**config.mk**
```make
export PLATFORM = sky130hd
export DESIGN_NAME = cache_access_arbiter
export DESIGN_NICKNAME = d
export VERILOG_FILES = /design/src/rtl/cache_arb_pkg.sv /design/src/rtl/cache_arb_watchdog.sv /design/src/rtl/cache_access_arbiter.sv
export SDC_FILE = /design/constraint.sdc
export NUM_CORES = 1
export LEC_CHECK = 0
export BUFFER_PORTS_ARGS = -buffer_cell sky130_fd_sc_hd__buf_2
export CORE_ASPECT_RATIO = 1.2
export CORE_MARGIN = 2
export CORE_UTILIZATION = 47
export DETAILED_ROUTE_END_ITERATION = 8
export GPL_ROUTABILITY_DRIVEN = 0
export GPL_TIMING_DRIVEN = 0
export PLACE_DENSITY = 0.8
export SLEW_MARGIN = 20
export SYNTH_ARGS = -nofsm -noshare
export SYNTH_HDL_FRONTEND = slang
export SYNTH_SLANG_ARGS = --single-unit
```
**constraint.sdc**
```tcl
create_clock -name clk -period 2.05 [get_ports clk]
set_clock_uncertainty 0.2 [all_clocks]
set_input_delay 0.3075 -clock clk [delete_from_list [all_inputs] [get_ports clk]]
set_output_delay 0.3075 -clock clk [all_outputs]
set_load 0.02 [all_outputs]
```
**src/rtl/cache_arb_pkg.sv**
```systemverilog
// -----------------------------------------------------------------------------
// cache_arb_pkg
// Shared types and encodings for the cache access arbiter.
//   arb_state_t : arbiter FSM states (IDLE -> ISSUE -> WAIT -> IDLE)
//   arb_src_t   : originator of the captured request (CPU or snoop)
//   REQ_*       : cache_request encodings driven to the cache controller
//   CPU_OP_*    : cpu_request codes that are not issued to the controller
//   SNP_*       : ACE snoop type encodings
// -----------------------------------------------------------------------------
package cache_arb_pkg;

  typedef enum logic [1:0] {
    ST_IDLE  = 2'b00,
    ST_ISSUE = 2'b01,
    ST_WAIT  = 2'b10
  } arb_state_t;

  typedef enum logic {
    SRC_CPU   = 1'b0,
    SRC_SNOOP = 1'b1
  } arb_src_t;

  localparam logic [1:0] REQ_READ  = 2'b00;
  localparam logic [1:0] REQ_WRITE = 2'b01;
  localparam logic [1:0] REQ_SNOOP = 2'b10;
  localparam logic [1:0] REQ_NONE  = 2'b11;

  localparam logic [1:0] CPU_OP_RESERVED = 2'b10;
  localparam logic [1:0] CPU_OP_NONE     = 2'b11;

  localparam logic [1:0] SNP_READ_SHARED   = 2'b00;
  localparam logic [1:0] SNP_READ_UNIQUE   = 2'b01;
  localparam logic [1:0] SNP_CLEAN_INVALID = 2'b10;
  localparam logic [1:0] SNP_MAKE_INVALID  = 2'b11;

endpackage

```
**src/rtl/cache_arb_watchdog.sv**
```systemverilog
// -----------------------------------------------------------------------------
// cache_arb_watchdog
// Cycle counter that bounds how long the arbiter waits for cache_complete.
// Ports:
//   clk     in  : clock, rising edge
//   reset   in  : asynchronous active-low reset
//   clear   in  : restart the count (asserted on the issue strobe)
//   enable  in  : count this cycle (asserted while waiting for completion)
//   expired out : the count reaches TIMEOUT_CYCLES-1 on this clock edge
// -----------------------------------------------------------------------------
module cache_arb_watchdog #(
  parameter int TIMEOUT_CYCLES = 256
) (
  input  logic clk,
  input  logic reset,
  input  logic clear,
  input  logic enable,
  output logic expired
);

  localparam int CNT_W = (TIMEOUT_CYCLES > 2) ? $clog2(TIMEOUT_CYCLES) : 1;
  // The counter holds TIMEOUT_CYCLES-2 in the cycle in which it steps to
  // TIMEOUT_CYCLES-1, so the abort lands TIMEOUT_CYCLES cycles after issue.
  localparam logic [CNT_W-1:0] EXPIRE_AT = CNT_W'(TIMEOUT_CYCLES - 2);

  logic [CNT_W-1:0] count_q;
  logic [CNT_W-1:0] count_d;

  // Counter next-state: clear wins over counting.
  always_comb begin
    count_d = count_q;
    if (clear) begin
      count_d = '0;
    end else if (enable) begin
      count_d = count_q + CNT_W'(1);
    end else begin
      count_d = count_q;
    end
  end

  // Counter register.
  always_ff @(posedge clk or negedge reset) begin
    if (!reset) begin
      count_q <= '0;
    end else begin
      count_q <= count_d;
    end
  end

  assign expired = enable && (count_q == EXPIRE_AT);

endmodule

```
**src/rtl/cache_access_arbiter.sv**
```systemverilog
// -----------------------------------------------------------------------------
// cache_access_arbiter
// Shares the cache-controller request port between CPU requests and ACE
// snoops. One request is captured at a time, issued, and tracked until
// cache_complete (or watchdog abort), then a done pulse goes to the source.
// Snoops have priority over the CPU.
//
// Optional feature macro: CACHE_ARB_STARVE_GUARD_EN
//   defined   : after MAX_SNOOP_BURST consecutive snoop grants with a CPU
//               request waiting, the CPU wins the next arbitration
//   undefined : strict snoop priority, no burst counter
//
// Ports:
//   clk, reset (async active-low)
//   cpu_valid/cpu_request/cpu_addr -> cpu_ready (comb), cpu_done (pulse)
//   snoop_valid/snoop_type/snoop_addr -> snoop_ready (comb), snoop_done
//   cache_ready, cache_complete -> cache_start (issue strobe),
//   cache_request, cache_snoop_type, cache_addr (held fields)
//   timeout_err : sticky watchdog abort flag
// -----------------------------------------------------------------------------
module cache_access_arbiter
  import cache_arb_pkg::*;
#(
  parameter int ADDR_WIDTH      = 32,
  parameter int MAX_SNOOP_BURST = 4,
  parameter int TIMEOUT_CYCLES  = 256
) (
  input  logic                  clk,
  input  logic                  reset,
  input  logic                  cpu_valid,
  input  logic [1:0]            cpu_request,
  input  logic [ADDR_WIDTH-1:0] cpu_addr,
  output logic                  cpu_ready,
  output logic                  cpu_done,
  input  logic                  snoop_valid,
  input  logic [1:0]            snoop_type,
  input  logic [ADDR_WIDTH-1:0] snoop_addr,
  output logic                  snoop_ready,
  output logic                  snoop_done,
  input  logic                  cache_ready,
  input  logic                  cache_complete,
  output logic                  cache_start,
  output logic [1:0]            cache_request,
  output logic [1:0]            cache_snoop_type,
  output logic [ADDR_WIDTH-1:0] cache_addr,
  output logic                  timeout_err
);

  arb_state_t            state_q, state_d;
  arb_src_t              src_q, src_d;
  logic [1:0]            req_q, req_d;
  logic [1:0]            stype_q, stype_d;
  logic [ADDR_WIDTH-1:0] addr_q, addr_d;
  logic                  cpu_done_q, cpu_done_d;
  logic                  snoop_done_q, snoop_done_d;
  logic                  timeout_q, timeout_d;

  logic cpu_req_valid_s;
  logic guard_trip_s;
  logic cpu_ready_s;
  logic snoop_ready_s;
  logic cache_start_s;
  logic wd_enable_s;
  logic wd_expired_s;

  assign cpu_req_valid_s = cpu_valid && (cpu_request != CPU_OP_NONE);
  assign wd_enable_s     = (state_q == ST_WAIT);

`ifdef CACHE_ARB_STARVE_GUARD_EN
  localparam logic [3:0] BURST_MAX = 4'(MAX_SNOOP_BURST);

  logic [3:0] burst_q, burst_d;

  assign guard_trip_s = cpu_req_valid_s && (burst_q == BURST_MAX);

  // Burst counter next-state: counts snoop grants that overtook a waiting CPU.
  always_comb begin
    burst_d = burst_q;
    if (state_q == ST_IDLE) begin
      if (cpu_ready_s || !cpu_req_valid_s) begin
        burst_d = 4'd0;
      end else if (snoop_ready_s && (burst_q != BURST_MAX)) begin
        burst_d = burst_q + 4'd1;
      end else begin
        burst_d = burst_q;
      end
    end else begin
      burst_d = burst_q;
    end
  end

  // Burst counter register.
  always_ff @(posedge clk or negedge reset) begin
    if (!reset) begin
      burst_q <= 4'd0;
    end else begin
      burst_q <= burst_d;
    end
  end
`else
  logic [3:0] unused_burst_cfg_s;

  assign guard_trip_s       = 1'b0;
  assign unused_burst_cfg_s = 4'(MAX_SNOOP_BURST);
`endif

  cache_arb_watchdog #(
    .TIMEOUT_CYCLES(TIMEOUT_CYCLES)
  ) u_watchdog (
    .clk    (clk),
    .reset  (reset),
    .clear  (cache_start_s),
    .enable (wd_enable_s),
    .expired(wd_expired_s)
  );

  // FSM next-state, arbitration, capture and completion handling.
  always_comb begin
    state_d       = state_q;
    src_d         = src_q;
    req_d         = req_q;
    stype_d       = stype_q;
    addr_d        = addr_q;
    cpu_done_d    = 1'b0;
    snoop_done_d  = 1'b0;
    timeout_d     = timeout_q;
    cpu_ready_s   = 1'b0;
    snoop_ready_s = 1'b0;
    cache_start_s = 1'b0;

    case (state_q)
      ST_IDLE: begin
        if (snoop_valid && !guard_trip_s) begin
          snoop_ready_s = 1'b1;
          src_d         = SRC_SNOOP;
          req_d         = REQ_SNOOP;
          stype_d       = snoop_type;
          addr_d        = snoop_addr;
          state_d       = ST_ISSUE;
        end else if (cpu_req_valid_s) begin
          cpu_ready_s = 1'b1;
          // A reserved opcode is accepted and discarded without issue.
          if (cpu_request == CPU_OP_RESERVED) begin
            state_d = ST_IDLE;
          end else begin
            src_d   = SRC_CPU;
            req_d   = cpu_request;
            stype_d = 2'b00;
            addr_d  = cpu_addr;
            state_d = ST_ISSUE;
          end
        end else begin
          state_d = ST_IDLE;
        end
      end

      ST_ISSUE: begin
        if (cache_ready) begin
          cache_start_s = 1'b1;
          state_d       = ST_WAIT;
        end else begin
          state_d = ST_ISSUE;
        end
      end

      ST_WAIT: begin
        if (cache_complete || wd_expired_s) begin
          cpu_done_d   = (src_q == SRC_CPU);
          snoop_done_d = (src_q == SRC_SNOOP);
          // Completion in the expiry cycle counts as a normal finish.
          if (!cache_complete) begin
            timeout_d = 1'b1;
          end else begin
            timeout_d = timeout_q;
          end
          req_d   = REQ_NONE;
          stype_d = 2'b00;
          addr_d  = '0;
          state_d = ST_IDLE;
        end else begin
          state_d = ST_WAIT;
        end
      end

      default: begin
        req_d   = REQ_NONE;
        stype_d = 2'b00;
        addr_d  = '0;
        state_d = ST_IDLE;
      end
    endcase
  end

  // State, holding and output registers.
  always_ff @(posedge clk or negedge reset) begin
    if (!reset) begin
      state_q      <= ST_IDLE;
      src_q        <= SRC_CPU;
      req_q        <= REQ_NONE;
      stype_q      <= 2'b00;
      addr_q       <= '0;
      cpu_done_q   <= 1'b0;
      snoop_done_q <= 1'b0;
      timeout_q    <= 1'b0;
    end else begin
      state_q      <= state_d;
      src_q        <= src_d;
      req_q        <= req_d;
      stype_q      <= stype_d;
      addr_q       <= addr_d;
      cpu_done_q   <= cpu_done_d;
      snoop_done_q <= snoop_done_d;
      timeout_q    <= timeout_d;
    end
  end

  assign cpu_ready        = cpu_ready_s;
  assign snoop_ready      = snoop_ready_s;
  assign cache_start      = cache_start_s;
  assign cpu_done         = cpu_done_q;
  assign snoop_done       = snoop_done_q;
  assign cache_request    = req_q;
  assign cache_snoop_type = stype_q;
  assign cache_addr       = addr_q;
  assign timeout_err      = timeout_q;

endmodule

```
After elaboration in Yosys (flattened, before gate mapping) --
Index checks and enable logic that the tools add are counted.
Word-level totals: register bits 50, input port bits 74, output and inout port bits 42, logic and storage cells 68
Operators by class: add/sub/neg operators 1, equal/unequal tests 9, muxes and demuxes 37, bitwise logic cells 3, reduce and logical (&&, ||, !) cells 9
Operator list (count):
- 2-to-1 mux 32 bit | 4
- one-hot mux 32 bit (3 select lines) | 1
- 2-to-1 mux 2 bit | 12
- one-hot mux 2 bit (3 select lines) | 3
- 2-to-1 mux 8 bit | 2
- 2-to-1 mux 1 bit | 15
- adder 8 x 1 -> 8 bit, second input constant | 1
- equality test 8 bit, second input constant | 1
- != test 2 bit, second input constant | 3
- != test 3 bit, second input constant | 2
- AND reduction 3 bit | 2
- equality test 2 bit, second input constant | 2
- AND reduction 4 bit | 1
- nonzero test 2 bit | 2
- NOT 1 bit | 3
- equality test 2 x 1 -> 1 bit, second input constant | 1
- logical AND 1 bit | 2
- logical NOT 2 bit | 1
- logical OR 1 bit | 1

Logic depth before layout (Yosys ltp) --
Gate-level depths: netlist (run 1).
depth in word-level cells 5, mapped depth 7

Modules after synthesis --
From an unflattened synthesis (run 1), not the netlist that was laid out.
Unflattened totals: cells, all modules 269, area, all modules 2970.3 um2
By module, submodules not included:
- cache_access_arbiter | instances 1, cells each 228, area each 2558.7 um2
- cache_arb_watchdog | instances 1, cells each 41, area each 411.6 um2

Worst setup path after synthesis (run 1) --
Ideal clock, no wire load.
path kind reg2out, start register state_q[0], end output cpu_ready, data arrival time 1.310 ns, data required time 1.542 ns, setup slack 0.233 ns, stages on the path, launching flop included 5, path buffers 1, cells stage by stage dfrtp_1 clkbuf_1 nor2_1 nand2_1 a211oi_1
Between the ends: word-level cells in the longest chain between the ends 2
RTL lines:
- start: declaration | line cache_access_arbiter.sv:49 | arb_state_t state_q, state_d;
- start signal: assignment | line cache_access_arbiter.sv:206 | state_q <= state_d;
- logical NOT 2 bit | line cache_access_arbiter.sv:131 | case (state_q)
- 2-to-1 mux 1 bit | line cache_access_arbiter.sv:131
- end: declaration | line cache_access_arbiter.sv:33 | output logic cpu_ready,
Every way passes these cells.

Worst setup path after layout (run 1) --
start register state_q[1], end output cpu_ready
The elaborated chain is that of the path after synthesis.

==> results of run 1 <==
power by group:
part           switching, mW  total [mW]  leakage (nW)  internal (mW)
clock network          0.335       0.698        0.0504          0.363
logic                   1.34        2.19          1.06          0.852
registers              0.270        1.67         0.662           1.40
total                   1.95        4.56          1.77           2.61
what timing repair did:
item | in CTS | in global routing
hold endpoints to repair | 22 | 0
endpoints found under the setup margin | 3 | 2
hold buffers | 1 | 0
gates resized for setup | 3 | 4
registers in the layout, indices dropped and copies added, names as in the netlist:
register	count
cache_snoop_type	2
cache_request	2
cpu_done	1
src_q	1
u_watchdog.count_q	8
state_q	2
timeout_err	1
snoop_done	1
cache_addr	32
cells in the mapped netlist, types with 2 or more instances:
master	instances
dfrtp_1	48
clkbuf_1	8
nand4_1	2
nor3_1	2
ha_1	2
dfstp_2	2
nor2_1	8
o21ai_0	6
a31o_2	4
inv_1	7
mux2i_1	33
buf_6	3
a31oi_1	3
nand2_1	7
a31o_1	28
buf_2	9
o31ai_1	2
buf_4	2
nand3_1	5
a21o_1	2
xor2_1	2
a32o_1	2
nor4_1	32
cells by family after synthesis:
| logic type | count (synthesis) | share of synthesized area, % |
|---|---|---|
| AOI/OAI and AO/OA | 52 | 16.72 |
| xor gates and xnor gates | 2 | 0.6784 |
| adders and majority gates | 2 | 0.9688 |
| buffers and inverters | 29 | 5.814 |
| DFF | 50 | 48.55 |
| muxes | 33 | 12.79 |
| and+or+nand+nor | 65 | 14.49 |
routing by layer:
metal	vias to the layer above	part of all wire [%]	wire length (um)
met2	92	50	3141
met4	0	1.5	96
li1	1143	-	-
met1	1145	42	2671
met5	-	0	0
met3	10	6.5	408
worst max-delay path, cell delays in order, from the launching register on:
cell and delay (ns):
dfrtp_1 0.43, buf_6 0.16, nor2_1 0.10, nand2_1 0.10, a211oi_2 0.20, buf_4 0.17
worst paths after layout:
kind                                       startpoint               endpoint  slack, ns
worst max register to register  u_watchdog.count_q[0]         cache_addr[12]       0.11
min in group asynchronous                       reset  u_watchdog.count_q[2]       0.30
worst max-delay path                       state_q[1]              cpu_ready       0.09
worst min-delay path                    snoop_type[0]    cache_snoop_type[0]       0.02
worst min register to register            timeout_err            timeout_err       0.27
max in group asynchronous                       reset       cache_request[0]       0.73
final cells by class:
type	count	area [um2]	area share, %
multi-input combinational	154	1194	35.15
buffer	21	126.4	3.721
clock buffer	5	68.82	2.027
tap	62	77.57	2.284
timing repair buffer	116	603.1	17.76
sequential	50	1255	36.96
inverter	7	26.28	0.7738
clock inverter	3	45.04	1.326
stage by stage:
step	hold WS (ns)	cell area, um2	utilization, %	cells	total power [mW]
floorplan	-0.1881	2582	-	233	3.118
global placement	0.2397	3231	60.98	409	3.826
detailed placement	0.1240	3251	61.36	410	3.875
finish	0.01555	3396	64.10	418	4.556
CTS	0.009654	3379	63.79	418	4.582
global route	0.01021	3396	64.10	418	4.845
==> impl_metrics.yaml, run 1 <==
status:
  status: "complete, no violations"
yosys:
  syn_area_per_cell_um2: 11.08
  ys_warn_count: 0
  yosysUniqueCellTypes: 37
  synth.area.top_cells: "dfrtp_1 (47%), mux2i_1 (13%), a31o_1 (9.5%), nor4_1 (7.8%), dfstp_2 (2.0%)"
  synthesis.area_mm2: 0.002582
  synth_nets: 309
  synth_top_flop_cell: "dfrtp_1"
  ys_seq_area_share_pct: 48.55
  synth_edf_count: 0
  synth_top_area_share_pct: 46.51
  yosysTopAreaCell: "dfrtp_1"
  synth_async_sr_flop_share_pct: 100.0
  ys_seq_elements: 50
  syn-instance-count: 233
routing:
  firstDrtPassIters: 4
  ant_nets: 0
  drcViolationCount: 0
  routed_via_density: 5.718
  routed_wl_um: 6319
  wl_per_cell_um: 15.12
  drt-initial-drc-count: 105
  vias: 2390
power:
  p_per_area_mw_per_mm2: 1342
  vdd.ir_drop.worst_v: 0.0006545
  p_leak_nw: 1.771
setup_path:
  cp-end-kind: "primary output"
  critPathMaxFanout: 10
  crit_type: "reg2out"
  worstPathRequired_ns: 1.54
  cp.arrival_ns: 1.46
  reg2regPathDepth: 7
  cp-start-kind: "flip-flop"
cells_and_area:
  diodes: 0
  final_common_cell: "buf_2"
  syn_to_final_growth_pct: 31.49
  nNetsFinal: 431
  layout-drive-gt1-share_pct: 42.98
  final_cell_mix: "buf_2 (121), dfrtp_1 (47), mux2i_1 (33), nor4_1 (32), a31o_1 (28)"
  fillers: 440
sta:
  min_period_ns: 1.963
  setup_viol: 0
  postLayoutSetupSlackWorst_ns: 0.08721
  max_freq_mhz: 509.5
  final.setup.tns_ns: 0
  tightest_slew_ns: 0.5403
  relSlewSlack_pct: 63.98
  finalCritPeriodShare_pct: 95.75
  hold_viol: 0
  rsz0062_at_grt: "true"
  slew_viol_final: 0
job:
  maxCapViolations: 0
global_routing:
  grt_use_met1_pct: 27.32
  grt.met3_usage_pct: 4.038
  antenna_found_initial: 0
  grt_pass1_vias: 2339
  overflow: 0
  grt_pass1_wl_um: 10530
  grt_use_total_pct: 21.48
  grt_max_degree: 29
  gr-max-usage-layer: "met2"
  use_met2_pct: 36.62
placed_design:
  numPortBuffers: 114
  hpwl_um: 4793
  post-place-ws_ns: 0.05537
floorplan:
  dieArea_mm2: 0.006106
  die_x_um: 71.67
  rows: 29
  initial_core_util_pct: 48.75
  num_io_pins: 116
  core_mm2: 0.005298
  die_h_um: 85.20
clock_network:
  numCtsBuffers: 5
  clk_latency_ns: 0.31
  clock_path_buffers: 2
  htree_levels: 2
  cts-root-buf: "clkbuf_8"
  cts.sinks: 50
  cts_setup_buffers: 0
  clk_pin_slew_ns: 0.10
  cts_tree: "done"
worst_hold_path:
  hp-class: "in2reg"
  hold_depth: 2
Power figures use the tool's default switching activity.
==> inputs of run 2 (changes only) <==
- BUFFER_PORTS_ARGS: -buffer_cell sky130_fd_sc_hd__buf_2 -> unset
- CAP_MARGIN: unset -> 5
- CORE_UTILIZATION: 47 -> 40
- DONT_BUFFER_PORTS: unset -> 1
- PLACE_DENSITY: 0.8 -> unset
==> run 2 against run 1 <==
Compared with the run above: combinational power decreased by 35%; sequential power increased by 29%; routed wire length increased by 5.6%; critical path depth decreased by 1; sequential share of layout area increased by 5.9 points; non-clock buffer count decreased by 106; design area decreased by 14%; critical endpoint unchanged; critical path type unchanged.
==> impl_metrics.yaml, run 2 (synthesis results as in run 1) <==
setup_path:
  cp-end-kind: "primary output"
  critPathMaxFanout: 10
  ff2ff_setup_slack_ns: 0.13
  cp.arrival_ns: 1.43
  reg2reg_from: "u_watchdog.count_q[0]"
  cp-endpoint: "cpu_ready"
  crit_type: "reg2out"
  reg2regPathDepth: 7
  critical_path.startpoint: "state_q[0]"
  worstPathRequired_ns: 1.54
  r2r_end: "cache_addr[19]"
  cp-start-kind: "flip-flop"
global_routing:
  antenna_found_initial: 0
  grt_pass1_wl_um: 10670
  grt_max_degree: 51
  overflow: 0
  grt_pass1_vias: 1999
  grt_use_total_pct: 19.25
cells_and_area:
  largest_register_ffs: 32
  nNetsFinal: 325
  final_cell_mix: "dfrtp_1 (47), mux2i_1 (33), nor4_1 (32), a31o_1 (28)"
  layout-drive-gt1-share_pct: 17.60
  utilization_pct: 46.26
  regArea_mm2: 0.001255
  final_cells: 335
  final_common_cell: "dfrtp_1"
  finalInstanceArea_mm2: 0.002927
  fillers: 647
  syn_to_final_growth_pct: 13.32
  multi_input_area_mm2: 0.001211
  diodes: 0
routing:
  vias: 1971
  firstDrtPassIters: 4
  wl_per_cell_um: 19.91
  routed_wl_um: 6670
  drt-initial-drc-count: 68
  drcViolationCount: 0
  routed_via_density: 5.884
  ant_nets: 0
placed_design:
  dp_cells: 318
  numPortBuffers: 0
  placed_area_mm2: 0.002689
  hpwl_um: 4502
power:
  p_per_area_mw_per_mm2: 1429
  switching_share_pct: 45.55
  p_clk_share_pct: 14.5
  p_switching_mw: 1.905
  power.total_mw: 4.182
  p_leak_nw: 1.313
  p_int_mw: 2.277
  seq_power_share_pct: 51.4
  vdd.ir_drop.worst_v: 0.0005796
  comb_power_share_pct: 34.1
sta:
  relSlewSlack_pct: 62.66
  slew_viol_final: 0
  hold_viol: 0
  tightest_slew_ns: 0.5571
  max_freq_mhz: 516.0
  min_period_ns: 1.938
  rsz0062_at_grt: "false"
  setup_viol: 0
  finalCritPeriodShare_pct: 94.53
clock_network:
  cts_tree: "done"
  numCtsBuffers: 5
  clock_path_buffers: 2
  cts.sinks: 50
  clk_pin_slew_ns: 0.10
  clk_latency_ns: 0.30
  htree_levels: 2
  cts-root-buf: "clkbuf_8"
floorplan:
  core_mm2: 0.006326
  die_x_um: 77.35
  rows: 32
  dieArea_mm2: 0.007118
  initial_core_util_pct: 40.82
  die_h_um: 92.02
  num_io_pins: 116
status:
  status: "complete, no violations"
job:
  maxCapViolations: 0
worst_hold_path:
  hp-class: "in2reg"
[run 2: worst min-delay path by stage]
stage / start / to / depth (start not counted)
2_1_floorplan: reset / cache_addr[0] / 0
3_3_place_gp: reset / cache_addr[26] / 0
3_5_place_dp: reset / cache_addr[26] / 0
4_1_cts: cache_complete / cpu_done / 2
5_1_grt: cache_complete / timeout_err / 2
6_report: cpu_valid / src_q / 3
[run 2: what timing repair did]
action,CTS,global route
hold endpoints to repair,55,0
resized for setup,6,10
hold buffers,7,0
pin swaps,1,1
buffers inserted,0,2
setup endpoints to repair,3,24
[run 2: layer usage]
layer  track usage [%]  wire length (um)  vias to the layer above
met5                 0                 0                        -
met4             6.548               109                        0
met3             5.906               463                       10
met2             31.59              3274                       75
met1             24.03              2824                      964
li1                  -                 -                      922
[run 2: critical path, stage by stage, from the launching register on]
cell      delay (ns)
dfrtp_2         0.46
buf_6           0.16
nor2_2          0.10
nand2_2         0.08
a211oi_4        0.32
[run 2: power groups by stage]
stage               registers, mW  clock network (mW)  logic [mW]
global placement             2.17                   0        1.31
CTS                          2.16               0.630        1.39
global route                 2.21               0.669        1.59
detailed placement           2.18                   0        1.34
floorplan                    2.07                   0        1.04
finish                       2.15               0.606        1.43
[run 2: through the flow]
stage / hold WS, ns / worst slack [ns] / TNS (ns)
2_1_floorplan: -0.1881 / 0.2326 / 0
3_3_place_gp: -0.1864 / -0.01176 / -0.01176
3_5_place_dp: -0.1863 / -0.005558 / -0.005558
4_1_cts: 0.02656 / -0.02435 / -0.02435
5_1_grt: 0.03983 / 0.01393 / 0
6_report: 0.03555 / 0.1120 / 0
[run 2: area by class of cell]
cell class / instances / share of cell area [%]
multi-input combinational: 154 / 41.39
clock buffer: 7 / 2.950
clock inverter: 1 / 0.1710
inverter: 7 / 0.8978
tap: 85 / 3.634
sequential: 50 / 42.88
timing repair buffer: 9 / 3.506
buffer: 22 / 4.575
==> inputs of run 3 (changes only) <==
- CORE_ASPECT_RATIO: 1.2 -> unset
==> run 3 against run 2 <==
Compared with the run above: sequential share of layout area up 0.28 points; utilization decreased by 0.21 points; worst hold slack better by 0.0055 ns; worst setup slack worse by 0.040 ns; maximum frequency is 2.0% lower; global-route usage down 1.2 points; design area down 0.64%.
==> impl_metrics.yaml, run 3 (synthesis results as in run 1) <==
status:
  status: "complete, no violations"
setup_path:
  critPathMaxFanout: 10
  max_stage_delay_ns: 0.45
  cp.arrival_ns: 1.47
  crit_type: "reg2out"
  crit_family: "flip-flops"
  slowest_stage: "dfrtp_2"
  cp-start-kind: "flip-flop"
  worstPathRequired_ns: 1.54
  crit_chain: "buf_4, nor2_2, nand2_2, a211oi_4"
  worst-path-buf-inv: 1
  ff2ff_setup_slack_ns: 0.16
  reg2reg_from: "u_watchdog.count_q[0]"
  cp-end-kind: "primary output"
  reg2regPathDepth: 7
  r2r_end: "cache_addr[7]"
global_routing:
  grt_use_met1_pct: 24.20
  grt_use_total_pct: 18.07
  gr-max-usage-layer: "met2"
  overflow: 0
  grt.met3_usage_pct: 5.211
  use_met2_pct: 29.37
  antenna_found_initial: 0
  grt_max_degree: 51
  grt_pass1_wl_um: 10360
  grt_pass1_vias: 2014
routing:
  drt-initial-drc-count: 68
  firstDrtPassIters: 4
  wl_per_cell_um: 19.67
  routed_wl_um: 6431
  vias: 1976
  drcViolationCount: 0
  ant_nets: 0
  routed_via_density: 6.043
sta:
  postLayoutSetupSlackWorst_ns: 0.07250
  hold_viol: 0
  setup_viol: 0
  slew_viol_final: 0
  relSlewSlack_pct: 59.68
  max_freq_mhz: 505.7
  tightest_slew_ns: 0.6015
  min_period_ns: 1.977
  finalCritPeriodShare_pct: 96.46
floorplan:
  core_mm2: 0.006314
  num_io_pins: 116
  die_x_um: 84.35
  rows: 29
  die_h_um: 84.35
  dieArea_mm2: 0.007115
  initial_core_util_pct: 40.90
worst_hold_path:
  hold_depth: 2
  hp-class: "in2reg"
  hold_path.startpoint: "cache_complete"
  hold_end: "cpu_done"
cells_and_area:
  layout-drive-gt1-share_pct: 17.60
  syn_to_final_growth_pct: 12.60
  final_cell_mix: "dfrtp_1 (47), mux2i_1 (33), nor4_1 (32), a31o_1 (28)"
  diodes: 0
  largest_register_ffs: 32
  fillers: 632
  finalInstanceArea_mm2: 0.002908
  nNetsFinal: 325
  final_common_cell: "dfrtp_1"
job:
  maxCapViolations: 0
power:
  seq_power_share_pct: 51.7
  p_leak_nw: 1.311
  p_clk_share_pct: 14.3
  switching_share_pct: 45.46
  p_switching_mw: 1.894
  vdd.ir_drop.worst_v: 0.0005948
  p_int_mw: 2.272
  p_per_area_mw_per_mm2: 1433
  comb_power_share_pct: 34.0
placed_design:
  post-place-ws_ns: -0.01175
  hpwl_um: 4424
  numPortBuffers: 0
  placed_area_mm2: 0.002679
clock_network:
  numCtsBuffers: 5
  cts_tree: "done"
  htree_levels: 2
  clk_pin_slew_ns: 0.09
  clk_latency_ns: 0.29
  cts.sinks: 50
  clock_path_buffers: 2
  cts-root-buf: "clkbuf_8"
run 3: cell types whose count changed in the layout (fill, tap and decap cells not counted):
cell and change:
buf_6 -1, nor2_2 +1, nor2_4 -1, buf_4 +1
run 3: cell type report:
type                    count  area (um2)  share of cell area (%)
multi-input cells         154        1206                   41.48
clock buffers               7       86.33                   2.969
well taps                  77       96.34                   3.313
plain buffers              22       130.1                   4.475
inverters                   7       26.28                  0.9036
flip-flops and latches     50        1255                   43.16
repair buffers              9       102.6                   3.528
clock inverters             1       5.005                  0.1721
run 3: metal layers:
metal	routed length, um	share of wire [%]
met5	0	0
met4	31	0.48
met3	488	7.6
met2	2980	46
met1	2930	46
run 3: metrics by stage:
step	cells	utilization, %	power [mW]	hold slack (ns)	setup TNS (ns)
after floorplan	233	-	3.118	-0.1881	0
final	327	46.06	4.166	0.04110	0
after global routing	327	46.06	4.423	0.04760	-0.005196
after CTS	325	45.64	4.151	0.03257	0
after global placement	310	42.43	3.473	-0.1870	-0.008501
after detailed placement	310	42.43	3.492	-0.1871	-0.01175
run 3: power groups by stage:
stage	Clock (mW)	Sequential [mW]	Combinational (mW)
final	0.595	2.16	1.41
after global routing	0.648	2.21	1.56
after CTS	0.615	2.17	1.37
after detailed placement	0	2.18	1.31
after global placement	0	2.18	1.30
after floorplan	0	2.07	1.04
run 3: what timing repair did:
action / CTS / global route
pin swaps: 1 / 1
hold buffers: 7 / 0
endpoints found under the hold margin: 55 / 0
setup buffers: 0 / 2
gates resized for setup: 6 / 8
endpoints found under the setup margin: 3 / 3
run 3: worst reg2reg max path: stages, from the launching register on:
cell,delay (ns)
dfrtp_1,0.42
inv_1,0.11
ha_1,0.15
nand3_1,0.07
nor2_2,0.19
nand2_2,0.18
buf_2,0.24
a31o_1,0.23
run 3: worst max path at each step:
stage / from / depth (start not counted) / slack [ns] / endpoint
after global routing: state_q[1] / 4 / -0.005 / cpu_ready
after detailed placement: state_q[0] / 4 / -0.01 / cpu_ready
after global placement: state_q[0] / 4 / -0.009 / cpu_ready
after CTS: state_q[0] / 4 / 0.004 / cpu_ready
final: state_q[0] / 4 / 0.07 / cpu_ready
after floorplan: state_q[0] / 4 / 0.23 / cpu_ready
